## src/rtl/draw_fill.sv

```systemverilog
// draw_fill: solid-colour fill engine for VRAM over an AXI4 write master.
//
// A fill writes NBURST bursts of 8 x 64-bit beats (64 bytes each), starting
// at BASEADDR rounded down to 64 bytes. Every beat carries the 32-bit COLOR
// replicated across the data word. Only one burst is in flight at a time:
// AW handshake -> 8 W beats -> B response -> next burst.
//
// Ports
//   ACLK, ARST        clock, synchronous active-high reset
//   START             one-cycle fill request (ignored while BUSY)
//   BASEADDR          first byte address, bits [5:0] ignored
//   COLOR             xRGB8888 pixel value
//   NBURST            number of 64-byte bursts (0 = immediate DONE)
//   BUSY / DONE / ERR fill in progress / end-of-fill pulse / sticky BRESP error
//   M_AXI_AW*         write address channel (INCR, 8 beats, 8 bytes/beat)
//   M_AXI_W*          write data channel
//   M_AXI_B*          write response channel
module draw_fill #(
  parameter int C_M_AXI_ADDR_WIDTH = 32,
  parameter int C_M_AXI_DATA_WIDTH = 64   // only 64 is supported
) (
  input  logic                              ACLK,
  input  logic                              ARST,
  input  logic                              START,
  input  logic [31:0]                       BASEADDR,
  input  logic [31:0]                       COLOR,
  input  logic [15:0]                       NBURST,
  output logic                              BUSY,
  output logic                              DONE,
  output logic                              ERR,
  output logic [C_M_AXI_ADDR_WIDTH-1:0]     M_AXI_AWADDR,
  output logic                              M_AXI_AWVALID,
  input  logic                              M_AXI_AWREADY,
  output logic [7:0]                        M_AXI_AWLEN,
  output logic [2:0]                        M_AXI_AWSIZE,
  output logic [1:0]                        M_AXI_AWBURST,
  output logic [C_M_AXI_DATA_WIDTH-1:0]     M_AXI_WDATA,
  output logic [C_M_AXI_DATA_WIDTH/8-1:0]   M_AXI_WSTRB,
  output logic                              M_AXI_WLAST,
  output logic                              M_AXI_WVALID,
  input  logic                              M_AXI_WREADY,
  input  logic [1:0]                        M_AXI_BRESP,
  input  logic                              M_AXI_BVALID,
  output logic                              M_AXI_BREADY
);

  localparam int AW        = C_M_AXI_ADDR_WIDTH;
  localparam int NUM_LANES = C_M_AXI_DATA_WIDTH / 32;

  typedef enum logic [1:0] {IDLE, ADDR, DATA, RESP} state_t;

  state_t      state, state_n;
  logic [AW-1:0] addr_q;
  logic [31:0] color_q;
  logic [15:0] remaining;
  logic [2:0]  beat;
  logic        done_q;
  logic        err_q;

  // 64-byte alignment is what keeps every burst inside one 4 KB page.
  logic [31:0] base_al;
  assign base_al = BASEADDR & ~32'h0000_003F;

  logic aw_hs, w_hs, wlast_hs, b_hs, last_burst;
  assign aw_hs      = (state == ADDR) && M_AXI_AWREADY;
  assign w_hs       = (state == DATA) && M_AXI_WREADY;
  assign wlast_hs   = w_hs && (beat == 3'd7);
  assign b_hs       = (state == RESP) && M_AXI_BVALID;
  assign last_burst = (remaining == 16'd1);

  // state register
  always_ff @(posedge ACLK) begin
    if (ARST) state <= IDLE;
    else      state <= state_n;
  end

  // next state + channel outputs
  always_comb begin
    state_n       = state;
    M_AXI_AWVALID = 1'b0;
    M_AXI_WVALID  = 1'b0;
    M_AXI_WLAST   = 1'b0;
    M_AXI_BREADY  = 1'b0;
    case (state)
      IDLE: if (START && (NBURST != 16'd0)) state_n = ADDR;
      ADDR: begin
        M_AXI_AWVALID = 1'b1;
        if (aw_hs) state_n = DATA;
      end
      DATA: begin
        M_AXI_WVALID = 1'b1;
        M_AXI_WLAST  = (beat == 3'd7);
        if (wlast_hs) state_n = RESP;
      end
      RESP: begin
        M_AXI_BREADY = 1'b1;
        if (b_hs) state_n = last_burst ? IDLE : ADDR;
      end
      default: state_n = IDLE;
    endcase
  end

  // datapath: latched fill parameters, beat/burst counters, status
  always_ff @(posedge ACLK) begin
    if (ARST) begin
      addr_q    <= '0;
      color_q   <= '0;
      remaining <= '0;
      beat      <= '0;
      done_q    <= 1'b0;
      err_q     <= 1'b0;
    end else begin
      done_q <= 1'b0;
      case (state)
        IDLE: if (START) begin
          addr_q    <= AW'(base_al);
          color_q   <= COLOR;
          remaining <= NBURST;
          beat      <= '0;
          err_q     <= 1'b0;
          // empty fill completes without touching the bus
          if (NBURST == 16'd0) done_q <= 1'b1;
        end
        // 3-bit counter wraps back to 0 after beat 7, ready for next burst
        DATA: if (w_hs) beat <= beat + 3'd1;
        RESP: if (b_hs) begin
          remaining <= remaining - 16'd1;
          addr_q    <= addr_q + AW'(64);
          if (M_AXI_BRESP != 2'b00) err_q <= 1'b1;
          if (last_burst) done_q <= 1'b1;
        end
        default: ;
      endcase
    end
  end

  assign BUSY          = (state != IDLE);
  assign DONE          = done_q;
  assign ERR           = err_q;
  assign M_AXI_AWADDR  = addr_q;
  assign M_AXI_AWLEN   = 8'd7;
  assign M_AXI_AWSIZE  = 3'b011;
  assign M_AXI_AWBURST = 2'b01;
  assign M_AXI_WSTRB   = '1;

  // pixel replicated into each 32-bit lane of the data word
  for (genvar g = 0; g < NUM_LANES; g++) begin : g_lane
    assign M_AXI_WDATA[g*32 +: 32] = color_q;
  end

endmodule

```

## config.mk

```make
export PLATFORM = sky130hd
export DESIGN_NAME = draw_fill
export DESIGN_NICKNAME = d
export VERILOG_FILES = /design/src/rtl/draw_fill.sv
export SDC_FILE = /design/constraint.sdc
export NUM_CORES = 1
export LEC_CHECK = 0
export ABC_AREA = 1
export CORE_MARGIN = 2
export CORE_UTILIZATION = 25
export DETAILED_ROUTE_END_ITERATION = 7
export PLACE_DENSITY = 0.58
export RECOVER_POWER = 25
export SLEW_MARGIN = 30
export SYNTH_ARGS = -nofsm -noshare
export SYNTH_HDL_FRONTEND = slang
export SYNTH_SLANG_ARGS = --single-unit
```

## constraint.sdc

```tcl
create_clock -name ACLK -period 1.95 [get_ports ACLK]
set_input_delay 0.2925 -clock ACLK [delete_from_list [all_inputs] [get_ports ACLK]]
set_output_delay 0.2925 -clock ACLK [all_outputs]
set_load 0.01 [all_outputs]
```

==> summary.md, run 1 <==
| Metric | Value |
|---|---|
| Run status | `finished, final reports clean` |
| Peak supply drop | `approximately 0.71 mV` |
| Number of cells after detailed placement | `1194` |
| Shortest period the worst path allows | `around 1.9 ns` |
| Fraction of synthesized cell area taken by the top area cell type | `32.4%` |
| Number of iterations in the first detailed-routing pass | `5` |
| Width of the chip | `145 um` |
| Clock transition at path regs | `roughly 0.070 ns` |
| Leak | `2.91 nW` |
| Areal power density over the cells | `1280 nW/um^2` |
| Hold WS | `0.473 ns` |
| Final standard cell count with taps included and fillers excluded | `1210` |
| Via count of the first global-routing pass | `4978` |
| Worst-path cell with the longest stage delay | `clkdlybuf4s50_1` |
| Initial cell density of the core | `25.6%` |
| Commonest register cell after synthesis | `dfxtp_1` |
| Min-Delay Path Class | `reg -> reg` |
| Register area share after synthesis | `32.4%` |
| Post-synth EDFFs | `0` |
| Category of the most critical setup path | `reg -> out` |
| Required arrival time at the worst endpoint | `1.66 ns` |
| 1st-iter DRT viols | `303` |
| Largest net degree at the start of global routing | `45` |
| Ratio of final minimum period to clock period | `98.6%` |
| Highest Clock Rate | `520 MHz` |
| Dominant cell by count in the synthesized netlist | `nand2_1` |
| Number of antenna violations at the first check in global routing | `1` |
| Flop and latch count out of synthesis | `81` |
| Final estimated routing congestion in global placement | `0.851` |
| Async S/R FF share, synth | `0%` |
| Routed wire length | `16300 um` |
| Hold-fix buffers at CTS | `0` |
| Crit-path max FO | `5` |
| Final clock skew | `0.00773 ns` |
| CTS Root Buffer Type | `clkbuf_16` |
| Die Ht | `between 100 and 150 um` |
| Setup bufs post-CTS | `0` |
| Max Slew Vio Count | `0` |
| Wire length of the first global-routing pass | `around 26000 um` |
| GRT Util Overall | `15.3%` |
| Wire length per cell after detailed routing | `13.5 um` |
| Layout cells sized above 1 | `5.40%` |
| RSZ-0062 raised after global routing | `yes` |
| Clock Tree Buf Depth | `2` |
| Number of port buffers | `178` |
| FP Rows | `51` |
| Met2 Resource Use GR | `24.9%` |
| Total DRC errors in the routed layout | `0` |
| Number of distinct library cells after synthesis | `34` |
| Arr. time, crit path | `roughly 1.6 ns` |
| Number of sinks driven by the clock tree | `81` |
| Clock tree from TritonCTS | `done` |
| Core ar. | `19500 sq um` |
| Die Outline Area | `21200 sq um` |
| Setup crit end kind | `output pin` |
| Number of logic stages on the critical path including buffering | `2` |
| CP peak stage delay | `0.59 ns` |
| Leftover overflow at the end of global routing | `0` |
| Vias after detailed routing | `5396` |
| Ranking of synthesized cells by area | `dfxtp_1 32%, nand2_1 13%, nor2_1 12%, buf_4 9.2%, o21ai_0 7.4%` |
| Diodes inserted | `0` |
| Post-detailed-route count of antenna-violating nets | `0` |
| Setup crit start kind | `flop` |
| Max-Cap Viols | `0` |
| Max-Slew Margin vs Limit | `64.9%` |
| Number of nets in the layout | `1037` |
| Yosys warning count | `0` |
| Top cell type by total area after synthesis | `dfxtp_1` |
| Beginning of the worst register-to-register path | `state[0]` |
| Final Cell Area | `7150 sq um` |
| Area of placed instances | `6850 sq um` |
| Number of hold violations in the final report | `0` |
| Cell type group with the largest total delay on the critical path | `buffers and inverters` |
| Later-pin clock latency in the skew report | `0.35 ns` |
| Met3 capacity usage during global routing | `under 10%` |
| Count of mapped cells out of synthesis | `799` |
| Top cells by instance count after synthesis | `167 x nand2_1, 166 x nor2_1, 81 x dfxtp_1` |
| R2R cell count | `9` |
| Worst setup path end | `M_AXI_BREADY` |
| Synth Cell Area | `around 5000 sq um` |
| Num ports | `212` |
| Half-perimeter wire length of the detailed placement result | `between 10000 and 15000 um` |
| Most Crowded Layer GR | `met2` |
| Vias/cell | `~4.5` |
| Reg-to-Reg End | `state[1]` |
| Worst Max-Slew Pin Slew | `0.526 ns` |
| Worst path buffer plus inverter count | `1` |
| H-tree lvl count | `3` |
| Flop2flop setup slack | `0.15 ns` |
| Mean instance size in the synthesized netlist | `6.26 sq um` |
| Area growth syn-to-layout | `43.0%` |
| Final setup violation count | `0` |
| Start point of the critical path | `state[0]` |
| GR Layer Usage met1 | `19.8%` |
| Critical path cell sequence | `ha_2 > clkdlybuf4s50_1` |
| Clock buffers created by TritonCTS | `9` |
| Post-route setup TNS | `0 ns` |
metrics by stage:
| stage | worst slack [ns] | total power [mW] | util [%] |
|---|---|---|---|
| after floorplan | 0.343 | 5.58 | - |
| after global placement | 0.0983 | 7.57 | 35.1 |
| after detailed placement | 0.0924 | 7.62 | 35.1 |
| after CTS | -0.0342 | 9.35 | 36.6 |
| after global routing | -0.0286 | 9.93 | 36.6 |
| final | 0.0263 | 9.16 | 36.6 |
report_power, final:
group	switching (mW)	internal, mW	leakage, nW
combinational	2.51	2.14	2.11
clock	0.811	0.889	0.139
sequential	0.605	2.21	0.670
tightest hold or removal path, stage by stage (launching register included):
cell and delay [ns]:
dfxtp_1 0.32, nand2_1 0.06, a21oi_1 0.05
final cells by class:
| type | count | area (sq um) |
|---|---|---|
| multi-input cells | 588 | 2670 |
| clock inverters | 7 | 62.6 |
| repair buffers | 198 | 2010 |
| flip-flops and latches | 81 | 1630 |
| well taps | 265 | 332 |
| clock buffers | 9 | 225 |
| fillers | 2149 | 12400 |
| inverters | 62 | 233 |
worst min path at each step:
stage | startpoint | slack, ns | endpoint | cells past startpoint
floorplan | beat[1] | 0.45 | beat[1] | 2
global placement | beat[1] | 0.46 | beat[1] | 2
detailed placement | beat[1] | 0.46 | beat[1] | 2
CTS | beat[1] | 0.48 | beat[1] | 2
global route | beat[2] | 0.50 | beat[2] | 2
finish | beat[1] | 0.47 | beat[1] | 2
metal layers:
metal  routed length, um  share of wire [%]
met1                7520                 46
met2                7390                 45
met3                1180                7.2
met4                 219                1.3
met5                  13              0.080
registers in the layout (all words and copies together) (netlist names):
| register | count |
|---|---|
| beat | 3 |
| M_AXI_AWADDR | 26 |
| color_q | 32 |
| ERR | 1 |
| state | 2 |
| remaining | 16 |
| DONE | 1 |
kinds of logic (layout without fill, tap and decap cells):
kind of cell,after synthesis,after routing,share of synthesized area (%)
buf+inv,155,276,16.4
xor+xnor,2,2,0.350
simple gates,402,402,32.8
flops,81,81,32.4
compound gates,148,148,15.6
other cells,2,27,0.150
fa+ha+maj,9,9,2.25
cell usage in the layout (no fill, tap or decap), types with 2 or more instances in the layout:
| master | instances |
|---|---|
| ha_1 | 7 |
| o21ai_0 | 74 |
| clkbuf_16 | 9 |
| clkinv_4 | 3 |
| nor3_1 | 4 |
| inv_6 | 2 |
| and2_1 | 2 |
| a21oi_1 | 56 |
| clkdlybuf4s50_1 | 133 |
| o21ai_1 | 2 |
| nand4_1 | 11 |
| inv_1 | 60 |
| or2_2 | 3 |
| conb_1 | 27 |
| nor2_2 | 2 |
| or2_4 | 2 |
| nand3_1 | 42 |
| dlygate4sd2_1 | 2 |
| dfxtp_2 | 3 |
| dfxtp_1 | 78 |
| dlygate4sd3_1 | 42 |
| o211ai_1 | 2 |
| buf_4 | 14 |
| o31ai_1 | 2 |
| a211oi_1 | 5 |
| inv_2 | 2 |
| nor2_1 | 166 |
| buf_12 | 6 |
| a31oi_1 | 3 |
| nand2_1 | 167 |
timing repair:
| action | CTS | global route |
|---|---|---|
| endpoints found under the setup margin | 4 | 2 |
| cloned | 0 | 0 |
| resized for setup | 4 | 4 |
(Power assumes the default switching activity.)
==> run 2, diff against run 1 <==
CORE_MARGIN = 1   (was 2)
clock period = 2.4 ns   (was 1.95 ns; I/O delays follow)
==> run 2 against run 1 <==
Clock power is 19% lower. Critical path depth is 2 higher. Global-route usage is 0.61 points higher. Critical path type unchanged.
==> summary.md, run 2 (same netlist as run 1, synthesis figures left out) <==
| Metric | Value |
|---|---|
| Final Cell Area | `7000 sq um` |
| Die Ht | `around 140 um` |
| Width of the chip | `143 um` |
| FP Rows | `51` |
| Ratio of final minimum period to clock period | `89.4%` |
| Later-pin clock latency in the skew report | `0.35 ns` |
| Final clock skew | `0.00979 ns` |
| Clock buffers created by TritonCTS | `9` |
| Largest net degree at the start of global routing | `42` |
| Number of cells on the worst hold path | `2` |
| Number of antenna violations at the first check in global routing | `0` |
| Sequential power share | `31.3%` |
| Run status | `finished, final reports clean` |
| Max-Cap Viols | `0` |
| Post-route setup TNS | `0 ns` |
| Initial cell density of the core | `~26%` |
| Diodes inserted | `0` |
| R2R cell count | `8` |
| Highest Clock Rate | `466 MHz` |
| Fraction of power consumed by combinational cells | `between 40% and 50%` |
| Setup crit start kind | `flop` |
| Max Slew Vio Count | `0` |
| Peak supply drop | `0.379 mV` |
| Arr. time, crit path | `~1.8 ns` |
| Number of sinks driven by the clock tree | `just over 80` |
| 1st-iter DRT viols | `206` |
| Required arrival time at the worst endpoint | `just over 2 ns` |
| Number of iterations in the first detailed-routing pass | `4` |
| Leftover overflow at the end of global routing | `0` |
| Met3 routed wirelength | `1230 um` |
| Area of placed instances | `6720 sq um` |
| Switching power of the nets | `3.14 mW` |
| Cell internal power dissipation | `slightly above 4 mW` |
| Number of cells after detailed placement | `1185` |
| Total of cells resized after clock tree synthesis | `0` |
| Post-detailed-route count of antenna-violating nets | `0` |
| Vias/cell | `4.44` |
| Routed wl met2 | `7150 um` |
| Wire length of the first global-routing pass | `25200 um` |
| Flop2flop setup slack | `between 0.4 and 0.5 ns` |
| Hold-fix buffers at CTS | `0` |
| H-tree lvl count | `3` |
| Clock tree from TritonCTS | `done` |
| Routed wire length | `around 16000 um` |
| Leading cell types in the layout, fill and taps excluded | `167 x nand2_1, 166 x nor2_1, 136 x clkdlybuf4s50_1, 81 x dfxtp_1, 74 x o21ai_0` |
| Clock Tree Buf Depth | `2` |
| Number of hold violations in the final report | `0` |
| Leak | `2.82 nW` |
| Total DRC errors in the routed layout | `0` |
| Shortest period the worst path allows | `between 2 and 2.5 ns` |
| Number of port buffers | `178` |
| Largest register by flop count | `color_q` |
| Part of the total power dissipated in the clock network | `roughly a fifth` |
| Num ports | `212` |
| Clock transition at path regs | `0.07 ns` |
| Wire length per cell after detailed routing | `13.4 um` |
| Areal power density over the cells | `a little over 1000 nW/um^2` |
| Die Outline Area | `20600 sq um` |
| Layout cells sized above 1 | `4.06%` |
| Via count of the first global-routing pass | `4873` |
| Category of the most critical setup path | `reg -> out` |
| Sw Ratio | `43.2%` |
| Min-Delay Path Class | `reg -> reg` |
| Max-Slew Margin vs Limit | `62.2%` |
| Worst Max-Slew Pin Slew | `0.567 ns` |
| Crit-path max FO | `5` |
| Setup crit end kind | `output pin` |
| Overall power | `~7.3 mW` |
| CTS Root Buffer Type | `clkbuf_16` |
| Flip-flop count of the largest register after layout | `32` |
| Setup bufs post-CTS | `0` |
| GRT Util Overall | `15.9%` |
| Wire length on met1 | `between 7000 and 8000 um` |
| Final estimated routing congestion in global placement | `0.868` |
| Core ar. | `around 20000 sq um` |
| Highest routing layer actually used | `met4` |
| Area growth syn-to-layout | `39.9%` |
| Half-perimeter wire length of the detailed placement result | `roughly 12000 um` |
| Most common library cell in the layout ignoring fill and taps | `nand2_1` |
| Vias after detailed routing | `between 5k and 6k` |
| RSZ-0062 raised after global routing | `no` |
| Final setup violation count | `0` |
| Number of nets in the layout | `between 1k and 1.5k` |
| Final standard cell count with taps included and fillers excluded | `around 1.2k` |
## run 2: changes by cell type in the layout (fill, tap and decap cells not counted), sizes merged
cell / change
dlymetal6s2s: -1
clkdlybuf4s50: +3
dlygate4sd2: -2
clkinv: -1
buf: -10
inv: +1
clkbuf: +1
## run 2: cell type report
cell class	count	area [sq um]
clock buffer	9	225
clock inverter	7	60.1
fill	2136	12500
inverter	62	233
multi-input combinational	588	2660
sequential	81	1620
tap	265	332
timing repair buffer	189	1870
## run 2: metrics by stage
| step | hold slack (ns) | setup WS [ns] | util (%) |
|---|---|---|---|
| final | 0.477 | 0.254 | 35.9 |
| after global routing | 0.502 | 0.135 | 35.9 |
| after CTS | 0.477 | 0.231 | 35.9 |
| after detailed placement | 0.467 | 0.366 | 34.4 |
| after global placement | 0.461 | 0.382 | 34.4 |
| after floorplan | 0.449 | 0.793 | - |
## run 2: critical path: stages (launching register included)
cell and delay (ns):
dfxtp_1 0.41, inv_1 0.09, ha_1 0.26, inv_1 0.12, clkdlybuf4s50_1 0.56
## run 2: worst paths after layout
path,start,to
max reg2reg,state[0],color_q[20]
max,state[0],BUSY
min,beat[2],beat[2]
min reg2reg,beat[2],beat[2]
## run 2: power by group through the flow
| stage | combinational, mW | clock (mW) | sequential, mW |
|---|---|---|---|
| global placement | 3.69 | 0 | 2.32 |
| finish | 3.63 | 1.37 | 2.28 |
| global route | 4.10 | 1.47 | 2.36 |
| detailed placement | 3.71 | 0 | 2.32 |
| CTS | 3.73 | 1.42 | 2.29 |
| floorplan | 2.21 | 0 | 2.33 |
## run 2: routing by layer
layer  GRT usage, %  vias to the layer above
li1               -                     2754
met1           20.1                     2373
met2           26.1                      198
met3           3.87                       13
met4           5.26                        0
met5              0                        -
==> run 3, diff against run 2 <==
--- a/config.mk
+++ b/config.mk
@@ -8,4 +8,6 @@
 export ABC_AREA = 1
+export ABC_CLOCK_PERIOD_IN_PS = 2400
 export CORE_MARGIN = 1
 export CORE_UTILIZATION = 25
+export CTS_BUF_LIST = sky130_fd_sc_hd__clkbuf_4
 export DETAILED_ROUTE_END_ITERATION = 7
--- a/constraint.sdc
+++ b/constraint.sdc
@@ -3,2 +3,2 @@
 set_output_delay 0.36 -clock ACLK [all_outputs]
-set_load 0.01 [all_outputs]
+set_load 0.1 [all_outputs]
==> run 3 against run 2 <==
Worst setup slack improved by 0.089 ns. Flip-flop and latch count stayed put. Non-clock buffer count is the same. Sequential share of layout area increased by 1.7 points. Maximum frequency increased by 4.3%. Worst hold slack got worse by 0.0059 ns. Total power increased by 37%. Clock skew up 0.011 ns. Global-route usage shrank 0.20 points. Largest power group unchanged.
==> summary.md, run 3 (same netlist as run 1, synthesis figures left out) <==
| Metric | Value |
|---|---|
| Vias/cell | `~4.4` |
| Diodes inserted | `0` |
| Die Outline Area | `20600 sq um` |
| H-tree lvl count | `3` |
| Setup crit start kind | `flop` |
| Number of port buffers | `178` |
| Setup slack after placement | `0.406 ns` |
| Number of sinks driven by the clock tree | `81` |
| Largest net degree at the start of global routing | `46` |
| Areal power density over the cells | `between 1500 and 2000 nW/um^2` |
| CP peak stage delay | `about 0.43 ns` |
| Setup bufs post-CTS | `0` |
| Number of antenna violations at the first check in global routing | `1` |
| Final clock skew | `0.0205 ns` |
| Peak supply drop | `0.941 mV` |
| Flip-flop count of the largest register after layout | `32` |
| Layout cells sized above 1 | `13.8%` |
| Core ar. | `roughly 20000 sq um` |
| Final estimated routing congestion in global placement | `between 0.8 and 0.9` |
| Shortest period the worst path allows | `just over 2 ns` |
| Worst Max-Slew Pin Slew | `approximately 1.2 ns` |
| Arr. time, crit path | `between 1.5 and 2 ns` |
| Vias after detailed routing | `5329` |
| Min-Delay Path Class | `in -> reg` |
| 1st-iter DRT viols | `248` |
| Required arrival time at the worst endpoint | `2.04 ns` |
| Wire length of the first global-routing pass | `between 20000 and 25000 um` |
| Area growth syn-to-layout | `30.2%` |
| Number of hold violations in the final report | `0` |
| Final setup violation count | `0` |
| Number of nets in the layout | `1028` |
| Ratio of final minimum period to clock period | `between 80% and 90%` |
| Leftover overflow at the end of global routing | `0` |
| Post-route setup TNS | `0 ns` |
| Final Cell Area | `6510 sq um` |
| Leading cell types in the layout, fill and taps excluded | `167 x nand2_1, 166 x nor2_1, 81 x dfxtp_1, 81 x clkdlybuf4s50_1, 74 x o21ai_0` |
| Clock buffers created by TritonCTS | `9` |
| Most common library cell in the layout ignoring fill and taps | `nand2_1` |
| Hold WS | `0.471 ns` |
| FP Rows | `51` |
| Total of cells resized after clock tree synthesis | `0` |
| Worst-path cell with the longest stage delay | `dfxtp_1` |
| Hold-fix buffers at CTS | `0` |
| Highest Clock Rate | `486 MHz` |
| RSZ-0062 raised after global routing | `no` |
| Die Ht | `between 100 and 150 um` |
| Worst setup margin | `0.343 ns` |
| Max-Slew Margin vs Limit | `21.0%` |
| Width of the chip | `143 um` |
| Flop2flop setup slack | `0.46 ns` |
| Critical path cell sequence | `ha_1 > buf_4` |
| Routed wire length | `16100 um` |
| Post-detailed-route count of antenna-violating nets | `0` |
| Wire length per cell after detailed routing | `13.4 um` |
| Total DRC errors in the routed layout | `0` |
| Clock tree from TritonCTS | `done` |
| Area of placed instances | `6500 sq um` |
| Clock Tree Buf Depth | `2` |
| Overall power | `9.95 mW` |
| Cell type group with the largest total delay on the critical path | `flip-flops` |
| Worst path buffer plus inverter count | `1` |
| Initial cell density of the core | `between 20% and 30%` |
| Num ports | `212` |
| Run status | `finished, final reports clean` |
| CTS Root Buffer Type | `clkbuf_4` |
| Number of iterations in the first detailed-routing pass | `5` |
| Clock transition at path regs | `0.15 ns` |
| Max Slew Vio Count | `0` |
| Leak | `2.77 nW` |
| Half-perimeter wire length of the detailed placement result | `12100 um` |
| Via count of the first global-routing pass | `4728` |
| Later-pin clock latency in the skew report | `~0.47 ns` |
| Setup crit end kind | `output pin` |
| Category of the most critical setup path | `reg -> out` |
| Largest register by flop count | `color_q` |
| GRT Util Overall | `15.7%` |
| Crit-path max FO | `5` |
| Max-Cap Viols | `0` |
run 3: layout make-up:
cell class,count,area (sq um)
Clock buffer,9,67.6
Clock inverter,7,61.3
Fill cell,2215,13000
Inverter,62,233
Multi-Input combinational cell,588,2650
Sequential cell,81,1620
Tap cell,265,332
Timing Repair Buffer,189,1550
run 3: worst reg2reg max path, delay by kind of cell, from the launching register on:
family	cells	cell delay, ns
AO/OA/AOI/OAI	2	0.16
adder cells (fa/ha/maj)	1	0.42
buffers and inverters	2	0.40
flip-flops	1	0.43
AND/OR/NAND/NOR	3	0.40
run 3: report_power, final:
part / internal, mW / total, mW / switching (mW)
logic: 1.40 / 6.85 / 5.45
clock network: 0.232 / 0.820 / 0.588
registers: 1.79 / 2.28 / 0.498
run 3: worst paths after layout:
| path | endpoint | cells after the start | start |
|---|---|---|---|
| max | M_AXI_BREADY | 2 | state[0] |
| min | M_AXI_AWADDR[6] | 3 | BASEADDR[6] |
| max reg2reg | M_AXI_AWADDR[16] | 8 | state[0] |
| min reg2reg | beat[1] | 2 | beat[1] |
run 3: metrics by stage:
step	util, %	std cells
after global routing	33.4	1201
final	33.4	1201
after global placement	33.3	1185
after floorplan	-	824
after detailed placement	33.3	1185
after CTS	33.9	1201
run 3: metal layers:
layer  up-vias  track usage, %  wire length, um
met4         2            5.26              241
met3        19            3.77             1260
met1      2374            19.9             7400
met5         -               0               13
li1       2744               -                -
met2       190            25.8             7180
